<file path="src/rtl/alu_pkg.sv">
// Shared definitions for the alu and its UART operand sequencer.
// Contents: default widths, the supported opcode list and the sequencer
// state type.
package alu_pkg;

    localparam int unsigned NB_DATA_DEF = 8;
    localparam int unsigned NB_OP_DEF   = 6;

    localparam logic [5:0] OP_ADD = 6'b100000;
    localparam logic [5:0] OP_SUB = 6'b100010;
    localparam logic [5:0] OP_AND = 6'b100100;
    localparam logic [5:0] OP_OR  = 6'b100101;
    localparam logic [5:0] OP_XOR = 6'b100110;
    localparam logic [5:0] OP_NOR = 6'b100111;
    localparam logic [5:0] OP_SRA = 6'b000011;
    localparam logic [5:0] OP_SRL = 6'b000010;

    typedef enum logic [2:0] {
        S_WAIT_A  = 3'd0,
        S_WAIT_B  = 3'd1,
        S_WAIT_OP = 3'd2,
        S_CALC    = 3'd3,
        S_WAIT_TX = 3'd4
    } state_e;

endpackage

</file>
<file path="src/rtl/alu_uart_interface_if.sv">
// Bus between the operand sequencer and its surroundings (uart_rx, uart_tx,
// alu). master: the sequencer. slave: the UART/alu side.
//   rx_data/rx_done   received byte + 1-cycle strobe
//   data_a/data_b     operands to alu
//   operation         opcode to alu
//   alu_result        combinational alu result
//   tx_data/tx_start  result byte + 1-cycle start strobe to uart_tx
//   tx_done           1-cycle strobe from uart_tx
//   op_error          1-cycle strobe: unsupported opcode
//   rx_overrun        1-cycle strobe: RX byte dropped
interface alu_uart_interface_if #(
    parameter int unsigned NB_DATA = 8,
    parameter int unsigned NB_OP   = 6
);
    logic [NB_DATA-1:0] rx_data;
    logic               rx_done;
    logic [NB_DATA-1:0] data_a;
    logic [NB_DATA-1:0] data_b;
    logic [NB_OP-1:0]   operation;
    logic [NB_DATA-1:0] alu_result;
    logic [NB_DATA-1:0] tx_data;
    logic               tx_start;
    logic               tx_done;
    logic               op_error;
    logic               rx_overrun;

    modport master (
        input  rx_data, rx_done, alu_result, tx_done,
        output data_a, data_b, operation, tx_data, tx_start, op_error, rx_overrun
    );

    modport slave (
        output rx_data, rx_done, alu_result, tx_done,
        input  data_a, data_b, operation, tx_data, tx_start, op_error, rx_overrun
    );
endinterface

</file>
<file path="src/rtl/alu_op_check.sv">
// Combinational opcode validity check, shared with the alu so both blocks
// accept exactly the same opcode list.
//   i_operation  opcode under test
//   o_valid      1 when the opcode is supported
module alu_op_check
    import alu_pkg::*;
#(
    parameter int unsigned NB_OP = NB_OP_DEF
) (
    input  logic [NB_OP-1:0] i_operation,
    output logic             o_valid
);
    always_comb begin
        o_valid = i_operation inside {
            NB_OP'(OP_ADD), NB_OP'(OP_SUB), NB_OP'(OP_AND), NB_OP'(OP_OR),
            NB_OP'(OP_XOR), NB_OP'(OP_NOR), NB_OP'(OP_SRA), NB_OP'(OP_SRL)
        };
    end
endmodule

</file>
<file path="src/rtl/alu_uart_interface.sv">
// Operand sequencer / result return path between uart_rx, alu and uart_tx.
// Collects A, B and opcode bytes, holds them on the alu inputs, captures the
// alu result and starts a UART transmission of it.
//   i_clk    system clock, rising edge
//   i_reset  asynchronous active-low reset
//   bus      alu_uart_interface_if.master (RX, alu, TX and status strobes)
module alu_uart_interface
    import alu_pkg::*;
#(
    parameter int unsigned NB_DATA = NB_DATA_DEF,
    parameter int unsigned NB_OP   = NB_OP_DEF
) (
    input  logic                  i_clk,
    input  logic                  i_reset,
    alu_uart_interface_if.master  bus
);
    state_e             state_q,    state_d;
    logic [NB_DATA-1:0] data_a_q,   data_a_d;
    logic [NB_DATA-1:0] data_b_q,   data_b_d;
    logic [NB_OP-1:0]   op_q,       op_d;
    logic               op_pend_q,  op_pend_d;
    logic [NB_DATA-1:0] tx_data_q,  tx_data_d;
    logic               tx_start_q, tx_start_d;
    logic               op_err_q,   op_err_d;
    logic               overrun_q,  overrun_d;
    logic               op_valid;

    // Validity is judged on the registered opcode, i.e. the value the alu sees.
    alu_op_check #(.NB_OP(NB_OP)) u_op_check (
        .i_operation (op_q),
        .o_valid     (op_valid)
    );

    always_ff @(posedge i_clk or negedge i_reset) begin
        if (!i_reset) begin
            state_q    <= S_WAIT_A;
            data_a_q   <= '0;
            data_b_q   <= '0;
            op_q       <= '0;
            op_pend_q  <= 1'b0;
            tx_data_q  <= '0;
            tx_start_q <= 1'b0;
            op_err_q   <= 1'b0;
            overrun_q  <= 1'b0;
        end else begin
            state_q    <= state_d;
            data_a_q   <= data_a_d;
            data_b_q   <= data_b_d;
            op_q       <= op_d;
            op_pend_q  <= op_pend_d;
            tx_data_q  <= tx_data_d;
            tx_start_q <= tx_start_d;
            op_err_q   <= op_err_d;
            overrun_q  <= overrun_d;
        end
    end

    always_comb begin
        state_d    = state_q;
        data_a_d   = data_a_q;
        data_b_d   = data_b_q;
        op_d       = op_q;
        op_pend_d  = 1'b0;
        tx_data_d  = tx_data_q;
        tx_start_d = 1'b0;
        op_err_d   = 1'b0;
        overrun_d  = 1'b0;
        unique case (state_q)
            S_WAIT_A: begin
                if (bus.rx_done) begin
                    data_a_d = bus.rx_data;
                    state_d  = S_WAIT_B;
                end
            end
            S_WAIT_B: begin
                if (bus.rx_done) begin
                    data_b_d = bus.rx_data;
                    state_d  = S_WAIT_OP;
                end
            end
            S_WAIT_OP: begin
                // Opcode is registered first, then checked one cycle later;
                // this places the TX start two cycles after the opcode edge.
                if (op_pend_q) begin
                    overrun_d = bus.rx_done;
                    if (op_valid) begin
                        state_d = S_CALC;
                    end else begin
                        op_err_d = 1'b1;
                        state_d  = S_WAIT_A;
                    end
                end else if (bus.rx_done) begin
                    op_d      = bus.rx_data[NB_OP-1:0];
                    op_pend_d = 1'b1;
                end
            end
            S_CALC: begin
                overrun_d  = bus.rx_done;
                tx_data_d  = bus.alu_result;
                tx_start_d = 1'b1;
                state_d    = S_WAIT_TX;
            end
            S_WAIT_TX: begin
                overrun_d = bus.rx_done;
                // A done strobe coincident with our own start belongs to
                // nothing we launched.
                if (bus.tx_done && !tx_start_q) begin
                    state_d = S_WAIT_A;
                end
            end
            default: state_d = S_WAIT_A;
        endcase
    end

    assign bus.data_a     = data_a_q;
    assign bus.data_b     = data_b_q;
    assign bus.operation  = op_q;
    assign bus.tx_data    = tx_data_q;
    assign bus.tx_start   = tx_start_q;
    assign bus.op_error   = op_err_q;
    assign bus.rx_overrun = overrun_q;
endmodule
</file>
<file path="src/flat_wrapper.sv">
// flat-port wrapper written by rule: the top's interface ports become plain ports
module alu_uart_interface_flat import alu_pkg::*;
#(
    parameter int unsigned NB_DATA = NB_DATA_DEF,
    parameter int unsigned NB_OP   = NB_OP_DEF
)
  (i_clk, i_reset, bus_rx_data, bus_rx_done, bus_alu_result, bus_tx_done, bus_data_a, bus_data_b, bus_operation, bus_tx_data, bus_tx_start, bus_op_error, bus_rx_overrun);
  alu_uart_interface_if #(.NB_DATA(NB_DATA), .NB_OP(NB_OP)) bus_i ();
  input  logic i_clk;
  input  logic i_reset;
  input wire logic [$bits(bus_i.rx_data)-1:0] bus_rx_data;
  input wire logic [$bits(bus_i.rx_done)-1:0] bus_rx_done;
  input wire logic [$bits(bus_i.alu_result)-1:0] bus_alu_result;
  input wire logic [$bits(bus_i.tx_done)-1:0] bus_tx_done;
  output wire logic [$bits(bus_i.data_a)-1:0] bus_data_a;
  output wire logic [$bits(bus_i.data_b)-1:0] bus_data_b;
  output wire logic [$bits(bus_i.operation)-1:0] bus_operation;
  output wire logic [$bits(bus_i.tx_data)-1:0] bus_tx_data;
  output wire logic [$bits(bus_i.tx_start)-1:0] bus_tx_start;
  output wire logic [$bits(bus_i.op_error)-1:0] bus_op_error;
  output wire logic [$bits(bus_i.rx_overrun)-1:0] bus_rx_overrun;
  assign bus_i.rx_data = bus_rx_data;
  assign bus_i.rx_done = bus_rx_done;
  assign bus_i.alu_result = bus_alu_result;
  assign bus_i.tx_done = bus_tx_done;
  assign bus_data_a = bus_i.data_a;
  assign bus_data_b = bus_i.data_b;
  assign bus_operation = bus_i.operation;
  assign bus_tx_data = bus_i.tx_data;
  assign bus_tx_start = bus_i.tx_start;
  assign bus_op_error = bus_i.op_error;
  assign bus_rx_overrun = bus_i.rx_overrun;
  alu_uart_interface #(.NB_DATA(NB_DATA), .NB_OP(NB_OP)) u_core (.i_clk(i_clk), .i_reset(i_reset), .bus(bus_i));
endmodule
</file>
<file path="config.mk">
export PLATFORM = sky130hd
export DESIGN_NAME = alu_uart_interface_flat
export DESIGN_NICKNAME = d
export VERILOG_FILES = /design/src/rtl/alu_pkg.sv /design/src/rtl/alu_uart_interface_if.sv /design/src/rtl/alu_op_check.sv /design/src/rtl/alu_uart_interface.sv /design/src/flat_wrapper.sv
export SDC_FILE = /design/constraint.sdc
export NUM_CORES = 1
export LEC_CHECK = 0
export BUFFER_PORTS_ARGS = -buffer_cell sky130_fd_sc_hd__buf_4
export CORE_AREA = 2 2 64 54
export CTS_BUF_LIST = sky130_fd_sc_hd__clkbuf_4 sky130_fd_sc_hd__clkbuf_8
export CTS_CLUSTER_SIZE = 30
export DETAILED_ROUTE_END_ITERATION = 8
export DIE_AREA = 0 0 66 56
export PLACE_DENSITY = 0.79
export SYNTH_ARGS = -nofsm -noshare
export SYNTH_HDL_FRONTEND = slang
export SYNTH_SLANG_ARGS = --single-unit
</file>
<file path="constraint.sdc">
create_clock -name i_clk -period 3.2 [get_ports i_clk]
set_clock_uncertainty 0.15 [all_clocks]
set_input_delay 0.48 -clock i_clk [delete_from_list [all_inputs] [get_ports i_clk]]
set_output_delay 0.48 -clock i_clk [all_outputs]
set_load 0.02 [all_outputs]
</file>
==> results of run 1 <==
==> repair_timing <==
item	in CTS	in global routing
gates resized for setup	0	0
endpoints found under the hold margin	12	0
hold buffers	1	0
==> routing by layer <==
metal	global-route usage [%]	share of wire (%)	vias to the layer above
met4	11.4	2.7	0
met1	22.0	42	509
li1	-	-	491
met3	6.07	4.5	8
met2	30.6	51	24
met5	0	0	-
==> synth_stat cells <==
cell type | instances | area (um^2)
nor3_4 | 2 | 32.5
a21oi_1 | 1 | 5.00
o21a_1 | 1 | 7.51
dfrtp_1 | 37 | 926
nand3b_2 | 1 | 11.3
buf_4 | 1 | 7.51
nor2_1 | 4 | 15.0
nand2b_4 | 2 | 27.5
nand2_1 | 25 | 93.8
o21ai_0 | 1 | 5.00
o31ai_1 | 1 | 7.51
a22o_1 | 1 | 8.76
buf_6 | 1 | 11.3
clkinv_1 | 1 | 3.75
inv_1 | 2 | 7.51
mux2_2 | 22 | 248
a211oi_1 | 1 | 7.51
or3_2 | 1 | 7.51
nor2b_1 | 1 | 6.26
nand2b_1 | 1 | 6.26
nor3b_1 | 1 | 7.51
nor3b_4 | 1 | 18.8
nand4_1 | 1 | 6.26
a21boi_0 | 2 | 15.0
==> how the worst max path moves through the flow <==
stage	to	slack (ps)	cells after the start
6_report	u_core.bus.data_b[1]$_DFFE_PN0P_	1420	3
5_1_grt	u_core.bus.data_b[2]$_DFFE_PN0P_	1340	3
4_1_cts	u_core.bus.data_b[1]$_DFFE_PN0P_	1420	3
3_5_place_dp	u_core.bus.data_b[7]$_DFFE_PN0P_	1390	4
3_3_place_gp	u_core.bus.data_b[3]$_DFFE_PN0P_	1440	4
2_1_floorplan	u_core.bus.data_b[0]$_DFFE_PN0P_	1620	3
==> through the flow <==
stage / power, mW / util [%] / setup WS, ps / hold slack, ps
2_1_floorplan: 1.47 / - / 1620 / 34.4
3_3_place_gp: 1.86 / 63.4 / 1440 / 310
3_5_place_dp: 1.89 / 63.4 / 1390 / 315
4_1_cts: 2.32 / 67.7 / 1420 / 222
5_1_grt: 2.43 / 67.7 / 1340 / 216
6_report: 2.30 / 67.7 / 1420 / 229
==> sequential cells by signal, summed over array words and instances, names as in the netlist <==
register and flops:
u_core.bus.data_a 8, u_core.bus.data_b 8, u_core.bus.op_error 1, u_core.bus.operation 6
u_core.bus.rx_overrun 1, u_core.bus.tx_data 8, u_core.bus.tx_start 1, u_core.op_pend_q 1
u_core.state_q 3
==> power by group <==
group	internal, mW	switching [mW]	total, mW	leakage (nW)
Sequential	0.689	0.168	0.857	0.452
Clock	0.262	0.163	0.425	0.0619
Combinational	0.501	0.514	1.02	0.473
Total	1.45	0.845	2.30	0.987
==> final cells by class <==
class                   instances  area (um^2)
fillers                       229          973
clock inverters                 1         30.0
multi-input cells              70          537
clock buffers                   7         90.1
inverters                       3         11.3
repair buffers                 53          400
flip-flops and latches         37          926
well taps                      40         50.0
==> cells by family after synthesis <==
group | synth area share, %
buf+inv | 2.01
compound gates | 3.77
mux | 16.6
simple gates | 15.6
flops | 62.0
==> worst reg2reg max path: stages, from the launching register on <==
cell      delay [ps]
dfrtp_1          450
nand2b_4         210
nor3b_4          460
mux2_2           400
==> flow_summary.yaml, run 1 <==
logic_synthesis:
  syn_nets: 132
  ys_warn_count: 0
  synth_cells: 112
  ys_types: 24
  synth-seq-cells: 37
  yosysSeqAreaShare_pct: 62.0
  syn_area_per_cell_um2: 13.3
  syn-cell-area_um2: 1490
place:
  place_area_um2: 1910
  placement.io_buffers: 52
  place_hpwl_mm: 2.16
  place_congestion: 0.808
  dp.cells: 202
worst_setup_path:
  endpoint_kind: "flop"
  crit_family: "simple AND/OR/NAND/NOR gates"
  required_ps: 3230
  crit_chain: "nand2b_4 > nor3b_4 > mux2_2"
  r2r_slack_ps: 1420
  crit_type: "reg -> reg"
  crit_buf_inv: 0
  rr_endpoint: "u_core.bus.data_b[1]$_DFFE_PN0P_"
  slowest_delay_ps: 460
  r2r_start: "u_core.state_q[2]$_DFFE_PN0P_"
  critPathLaunch: "u_core.state_q[2]$_DFFE_PN0P_"
  path_max_fanout: 9
  crit_slowest_cell: "nor3b_4"
  worst_ep_arrival_time_ps: 1810
  worstSetupStartpointType: "flop"
  reg2reg_depth: 3
timing:
  rsz0062_at_grt: "no"
  hold_viol_final: 0
  setup_tns_ps: 0
  layout_min_cycle_time_ps: 1780
  max_freq_mhz: 562
  tightest_slew_ps: 513
  finalMaxSlewViolations: 0
  fin_crit_sh_pct: 55.6
  setup_violations: 0
  slew-limit-headroom_pct: 65.7
layout:
  antenna_cells: 0
  layout_commonest_cell: "buf_4"
  mostFrequentLayoutCells: "buf_4, dfrtp_1, nand2_1"
  fin_area_um2: 2040
  layout-drive-gt1-share_pct: 52.0
  area_delta_synth_final_pct: 37.0
  instances_no_fill: 211
  nets: 190
clock_network:
  clock-sinks: 37
  cts_setup_buffers: 0
  cts_tree: "yes"
  cts_max_level: 2
  clk_path_buf_depth: 2
  clkTransAtPathRegs_ps: 70
  numCtsBuffers: 5
  cts_root_buf: "clkbuf_8"
  clk_latency_ps: 290
global_routing:
  grt_pass1_wl_mm: 5.13
  overflow: 0
  grt_max_degree: 38
  gr-usage-all-layers_pct: 19.0
  first_global_vias: 1059
  antenna_found_initial: 0
run:
  drv_cap: 0
routing:
  antenna_left: 0
  drt-initial-drc-count: 84
  drc: 0
  wire_per_inst_um: 14.1
  vias_per_cell: 4.89
  vias: 1032
  wl_mm: 2.98
  first_pass_iters: 4
floorplan:
  ios: 53
  dieWidth_um: 66
  std_cell_rows: 18
  fp.dieH_um: 56
  start_util_pct: 49.5
  die_area_um2: 3700
  core_area_um2: 3020
min_path:
  whs_path_depth: 3
  hold_class: "in -> reg"
  min_from: "bus_alu_result[4]"
  min_to: "u_core.bus.tx_data[4]$_DFFE_PN0P_"
power:
  ir_worst_vdd_uv: 590
  p_leak_nw: 0.987
  power.density_nw_per_um2: 1120
status:
  status: "completed"
No activity file was read; power rests on OpenSTA's default activity.
==> run 2, diff against run 1 <==
==> constraint.sdc (replaced) <==
create_clock -name i_clk -period 1.8 [get_ports i_clk]
set_clock_uncertainty 0.15 [all_clocks]
set_input_delay 0.27 -clock i_clk [delete_from_list [all_inputs] [get_ports i_clk]]
set_output_delay 0.27 -clock i_clk [all_outputs]
set_load 0.02 [all_outputs]
==> flow_summary.yaml, run 2 (same netlist as run 1, synthesis figures left out) <==
clock_network:
  numCtsBuffers: 5
  cts_max_level: 2
  cts_setup_buffers: 0
  post_cts_resized: 0
  clock-sinks: 37
  clk_latency_ps: 280
  clk_path_buf_depth: 2
  cts_tree: "yes"
  cts_hold_buffers: 1
  cts_root_buf: "clkbuf_8"
  clkTransAtPathRegs_ps: 60
worst_setup_path:
  worstSetupStartpointType: "flop"
  endpoint_kind: "flop"
  r2r_slack_ps: 70
  path_max_fanout: 8
  required_ps: 1810
  worst_ep_arrival_time_ps: 1740
  crit_type: "reg -> reg"
floorplan:
  dieWidth_um: 66
  core_area_um2: 3020
  fp.dieH_um: 56
  die_area_um2: 3700
  std_cell_rows: 18
  ios: 53
  start_util_pct: 49.5
global_routing:
  first_global_vias: 1027
  grt_max_degree: 38
  grt_pass1_wl_mm: 4.94
  antenna_found_initial: 0
  overflow: 0
  gr-usage-all-layers_pct: 18.2
routing:
  wire_per_inst_um: 13.9
  drc: 0
  wl_mm: 2.95
  vias_per_cell: 4.94
  first_pass_iters: 4
  drt-initial-drc-count: 28
  vias: 1048
  antenna_left: 0
place:
  place_hpwl_mm: 2.22
  place_congestion: 0.738
  placement.io_buffers: 52
min_path:
  hold_class: "in -> reg"
layout:
  antenna_cells: 0
  regArea_um2: 926
  nets: 192
  layout-drive-gt1-share_pct: 52.3
  utilization_pct: 67.7
  mostFrequentLayoutCells: "buf_4, dfrtp_1, nand2_1"
  multi_input_area_um2: 537
  fillers: 225
  layout_commonest_cell: "buf_4"
  area_delta_synth_final_pct: 36.8
status:
  status: "completed"
power:
  p_leak_nw: 0.987
  ir_worst_vdd_uv: 1210
  power.density_nw_per_um2: 1930
timing:
  finalMaxSlewViolations: 0
  hold_viol_final: 0
  layout_min_cycle_time_ps: 1730
  setup_violations: 0
  fin_crit_sh_pct: 96.1
  slew-limit-headroom_pct: 70.2
  tightest_slew_ps: 446
  max_freq_mhz: 578
  setup_tns_ps: 0
  rsz0062_at_grt: "no"
run:
  drv_cap: 0
## run 2: cell count changes in the layout (fill, tap and decap cells not counted)
cell	delta
bufinv_16	-1
buf_12	+1
buf_4	+1
## run 2: cell type report
type / count / area share (%)
Sequential cell: 37 / 45.3
Multi-Input combinational cell: 70 / 26.3
Timing Repair Buffer: 55 / 21.0
Clock buffer: 7 / 4.41
Tap cell: 40 / 2.45
Inverter: 3 / 0.551
## run 2: final timing paths
kind                            cells past startpoint                               from                             endpoint
worst max-delay path                                3      u_core.state_q[1]$_DFFE_PN0P_  u_core.bus.operation[4]$_DFFE_PN0P_
worst min-delay path                                3                  bus_alu_result[3]    u_core.bus.tx_data[3]$_DFFE_PN0P_
worst max register to register                      3      u_core.state_q[1]$_DFFE_PN0P_  u_core.bus.operation[4]$_DFFE_PN0P_
worst min register to register                      2  u_core.bus.tx_data[1]$_DFFE_PN0P_    u_core.bus.tx_data[1]$_DFFE_PN0P_
max in group asynchronous                           2                            i_reset  u_core.bus.operation[3]$_DFFE_PN0P_
min in group asynchronous                           2                            i_reset     u_core.bus.data_b[5]$_DFFE_PN0P_
## run 2: metrics by stage
stage / cell area (um^2) / hold slack, ps / setup slack, ps / instances / power [mW]
2_1_floorplan: 1490 / -176 / 222 / 112 / 2.61
3_3_place_gp: 1940 / 96.9 / 169 / 204 / 3.34
3_5_place_dp: 1940 / 99.6 / 82.7 / 204 / 3.41
4_1_cts: 2040 / 20.6 / 71.0 / 212 / 4.00
5_1_grt: 2040 / 19.2 / 24.3 / 212 / 4.19
6_report: 2040 / 25.7 / 70.0 / 212 / 3.95
## run 2: power breakdown
| group | total, mW | internal, mW | switching (mW) | leakage, nW |
|---|---|---|---|---|
| clock | 0.576 | 0.318 | 0.258 | 0.0477 |
| combinational | 1.86 | 0.927 | 0.933 | 0.487 |
| sequential | 1.51 | 1.23 | 0.288 | 0.452 |
| total | 3.95 | 2.47 | 1.48 | 0.987 |
## run 2: per-layer routing
layer | global-route usage, % | wire length (um) | share of wire (%) | vias to the layer above
met5 | 0 | 0 | 0 | -
met1 | 22.1 | 1200 | 41 | 522
met3 | 5.67 | 125 | 4.2 | 7
li1 | - | - | - | 499
met4 | 7.87 | 62 | 2.1 | 0
met2 | 29.6 | 1560 | 53 | 20
## run 2: critical path, cell delays in order, from the launching register on
cell      delay, ps
dfrtp_1         600
nand2b_4        120
nor3_4          360
mux2_2          380
==> run 3, diff against run 2 <==
--- a/config.mk
+++ b/config.mk
@@ -5,12 +5,13 @@
 export SDC_FILE = /design/constraint.sdc
 export NUM_CORES = 1
 export LEC_CHECK = 0
+export ABC_AREA = 1
 export BUFFER_PORTS_ARGS = -buffer_cell sky130_fd_sc_hd__buf_4
-export CORE_AREA = 2 2 64 54
+export CORE_AREA = 2 2 65 55
 export CTS_BUF_LIST = sky130_fd_sc_hd__clkbuf_4 sky130_fd_sc_hd__clkbuf_8
 export CTS_CLUSTER_SIZE = 30
 export DETAILED_ROUTE_END_ITERATION = 8
-export DIE_AREA = 0 0 66 56
+export DIE_AREA = 0 0 67 57
 export PLACE_DENSITY = 0.79
 export SYNTH_ARGS = -nofsm -noshare
 export SYNTH_HDL_FRONTEND = slang
==> constraint.sdc (replaced) <==
create_clock -name i_clk -period 1.8 [get_ports i_clk]
set_clock_uncertainty 0.15 [all_clocks]
set_input_delay 0.27 -clock i_clk [delete_from_list [all_inputs] [get_ports i_clk]]
set_output_delay 0.27 -clock i_clk [all_outputs]
set_load 0.005 [all_outputs]
==> flow_summary.yaml, run 3 <==
layout:
  instances_no_fill: 260
  area_delta_synth_final_pct: 34.5
  mostFrequentLayoutCells: "nand2_1, buf_4, dfrtp_1"
  layout-drive-gt1-share_pct: 42.2
  nets: 237
  layout_commonest_cell: "nand2_1"
  antenna_cells: 0
  fillers: 290
floorplan:
  start_util_pct: 48.3
  core_area_um2: 3230
  die_area_um2: 3820
  dieWidth_um: 67
  ios: 53
  std_cell_rows: 19
  fp.dieH_um: 57
logic_synthesis:
  yosysSeqAreaShare_pct: 59.3
  synth-seq-cells: 37
  synth_edf_count: 0
  yosysTopAreaCellShare_pct: 59.3
  syn-cell-area_um2: 1560
  yosysTopAreaCell: "dfrtp_1"
  yosysMostFrequentCell: "nand2_1"
  synth_ff_type: "dfrtp_1"
  syn_nets: 180
  ys_top_cells_by_area: "dfrtp_1, nand2_1, o21ai_2, inv_1, nand2_2"
  ys_warn_count: 0
  ys_top_cells_by_count: "nand2_1, dfrtp_1, inv_1"
  async_flop_share_pct: 100
  ys_types: 20
  syn_area_per_cell_um2: 9.76
  synth_cells: 160
clock_network:
  clk_path_buf_depth: 2
  clk_latency_ps: 280
  clock-sinks: 37
  clkTransAtPathRegs_ps: 70
  cts_tree: "yes"
  cts_root_buf: "clkbuf_8"
  cts_max_level: 2
  numCtsBuffers: 5
  post_cts_resized: 0
worst_setup_path:
  reg2reg_depth: 6
  crit_chain: "inv_2 > nand2_2 > nor2_4 > nand3_2 > nand2_1 > o21ai_2"
  path_max_fanout: 13
  crit_slowest_cell: "dfrtp_1"
  crit_type: "reg -> reg"
  worstSetupStartpointType: "flop"
  required_ps: 1820
  worst_ep_arrival_time_ps: 1490
  endpoint_kind: "flop"
  slowest_delay_ps: 410
global_routing:
  overflow: 0
  antenna_found_initial: 0
  first_global_vias: 1159
  grt_max_degree: 38
  gr-usage-all-layers_pct: 17.8
  grt_pass1_wl_mm: 5.13
routing:
  wl_mm: 3.09
  first_pass_iters: 4
  wire_per_inst_um: 11.9
  vias_per_cell: 4.67
  drc: 0
  vias: 1215
  drt-initial-drc-count: 54
  antenna_left: 0
power:
  ir_worst_vdd_uv: 914
  power.density_nw_per_um2: 1710
  p_leak_nw: 1.15
timing:
  finalMaxSlewViolations: 0
  max_freq_mhz: 678
  fin_crit_sh_pct: 81.9
  hold_viol_final: 0
  rsz0062_at_grt: "no"
  tightest_slew_ps: 455
  setup_tns_ps: 0
  layout_min_cycle_time_ps: 1470
  slew-limit-headroom_pct: 69.7
  setup_violations: 0
place:
  place_hpwl_mm: 2.25
  place_congestion: 0.772
  dp.cells: 251
  placement.io_buffers: 52
status:
  status: "completed"
min_path:
  whs_path_depth: 3
  hold_class: "in -> reg"
run:
  drv_cap: 0
==> run 3: cell types whose count changed in the layout (fill, tap and decap cells not counted), sizes merged, moves of 3 or more <==
cell	delta
inv	+18
nand3	+4
nand2	+39
mux2	-22
o21ai	+21
nand2b	-3
==> run 3: layout make-up <==
| type | instances | area, um^2 | area share [%] |
|---|---|---|---|
| sequential | 37 | 926 | 44.1 |
| multi-input combinational | 100 | 524 | 25.0 |
| clock buffer | 7 | 90.1 | 4.29 |
| tap | 42 | 52.6 | 2.50 |
| clock inverter | 1 | 30.0 | 1.43 |
| inverter | 20 | 77.6 | 3.69 |
| timing repair buffer | 53 | 400 | 19.1 |
==> run 3: logic make-up (layout without fill, tap and decap cells) <==
group / Yosys count / count (layout) / share of synthesized area, %
buffers and inverters: 23 / 81 / 7.13
AOI/OAI and AO/OA: 25 / 25 / 11.7
DFF: 37 / 37 / 59.3
and+or+nand+nor: 75 / 75 / 21.9
==> run 3: what timing repair did <==
item,CTS,global route
setup buffers,0,0
hold buffers,1,0
endpoints found under the hold margin,37,0
==> run 3: path summary, 6_finish.rpt <==
kind | startpoint | endpoint | slack, ps
hold / removal | bus_alu_result[1] | u_core.bus.tx_data[1]$_DFFE_PN0P_ | 30
setup / recovery | u_core.state_q[0]$_DFFE_PN0P_ | u_core.bus.operation[2]$_DFFE_PN0P_ | 330
setup reg to reg | u_core.state_q[0]$_DFFE_PN0P_ | u_core.bus.operation[2]$_DFFE_PN0P_ | 330
min in group asynchronous | i_reset | u_core.bus.data_a[1]$_DFFE_PN0P_ | 340
hold reg to reg | u_core.bus.tx_data[1]$_DFFE_PN0P_ | u_core.bus.tx_data[1]$_DFFE_PN0P_ | 330
max in group asynchronous | i_reset | u_core.bus.data_b[2]$_DFFE_PN0P_ | 850
==> run 3: critical path, delay by kind of cell, from the launching register on <==
family	cells	cell delay [ps]
compound gates	1	60
flops	1	410
buf+inv	1	90
simple gates	4	660
==> run 3: stage by stage <==
step                      utilization, %  hold slack (ps)  setup WS, ps  power (mW)  instance area, um^2
after floorplan                        -             -176           526        2.20                 1560
after global placement              61.0              104           401        2.83                 1970
after detailed placement            61.0              103           355        2.87                 1970
after CTS                           65.0             23.0           326        3.63                 2100
after global routing                65.0             21.5           231        3.85                 2100
final                               65.0             25.0           326        3.59                 2100
==> run 3: where the power goes <==
group | switching [mW] | internal (mW)
clock network | 0.275 | 0.466
logic | 0.694 | 0.710
registers | 0.243 | 1.20
==> run 3: routing by layer <==
metal	wire length [um]	up-vias	global-route usage (%)
met4	30	0	4.66
met3	190	4	6.31
li1	-	615	-
met2	1500	31	26.3
met5	0	-	0
met1	1380	565	25.2
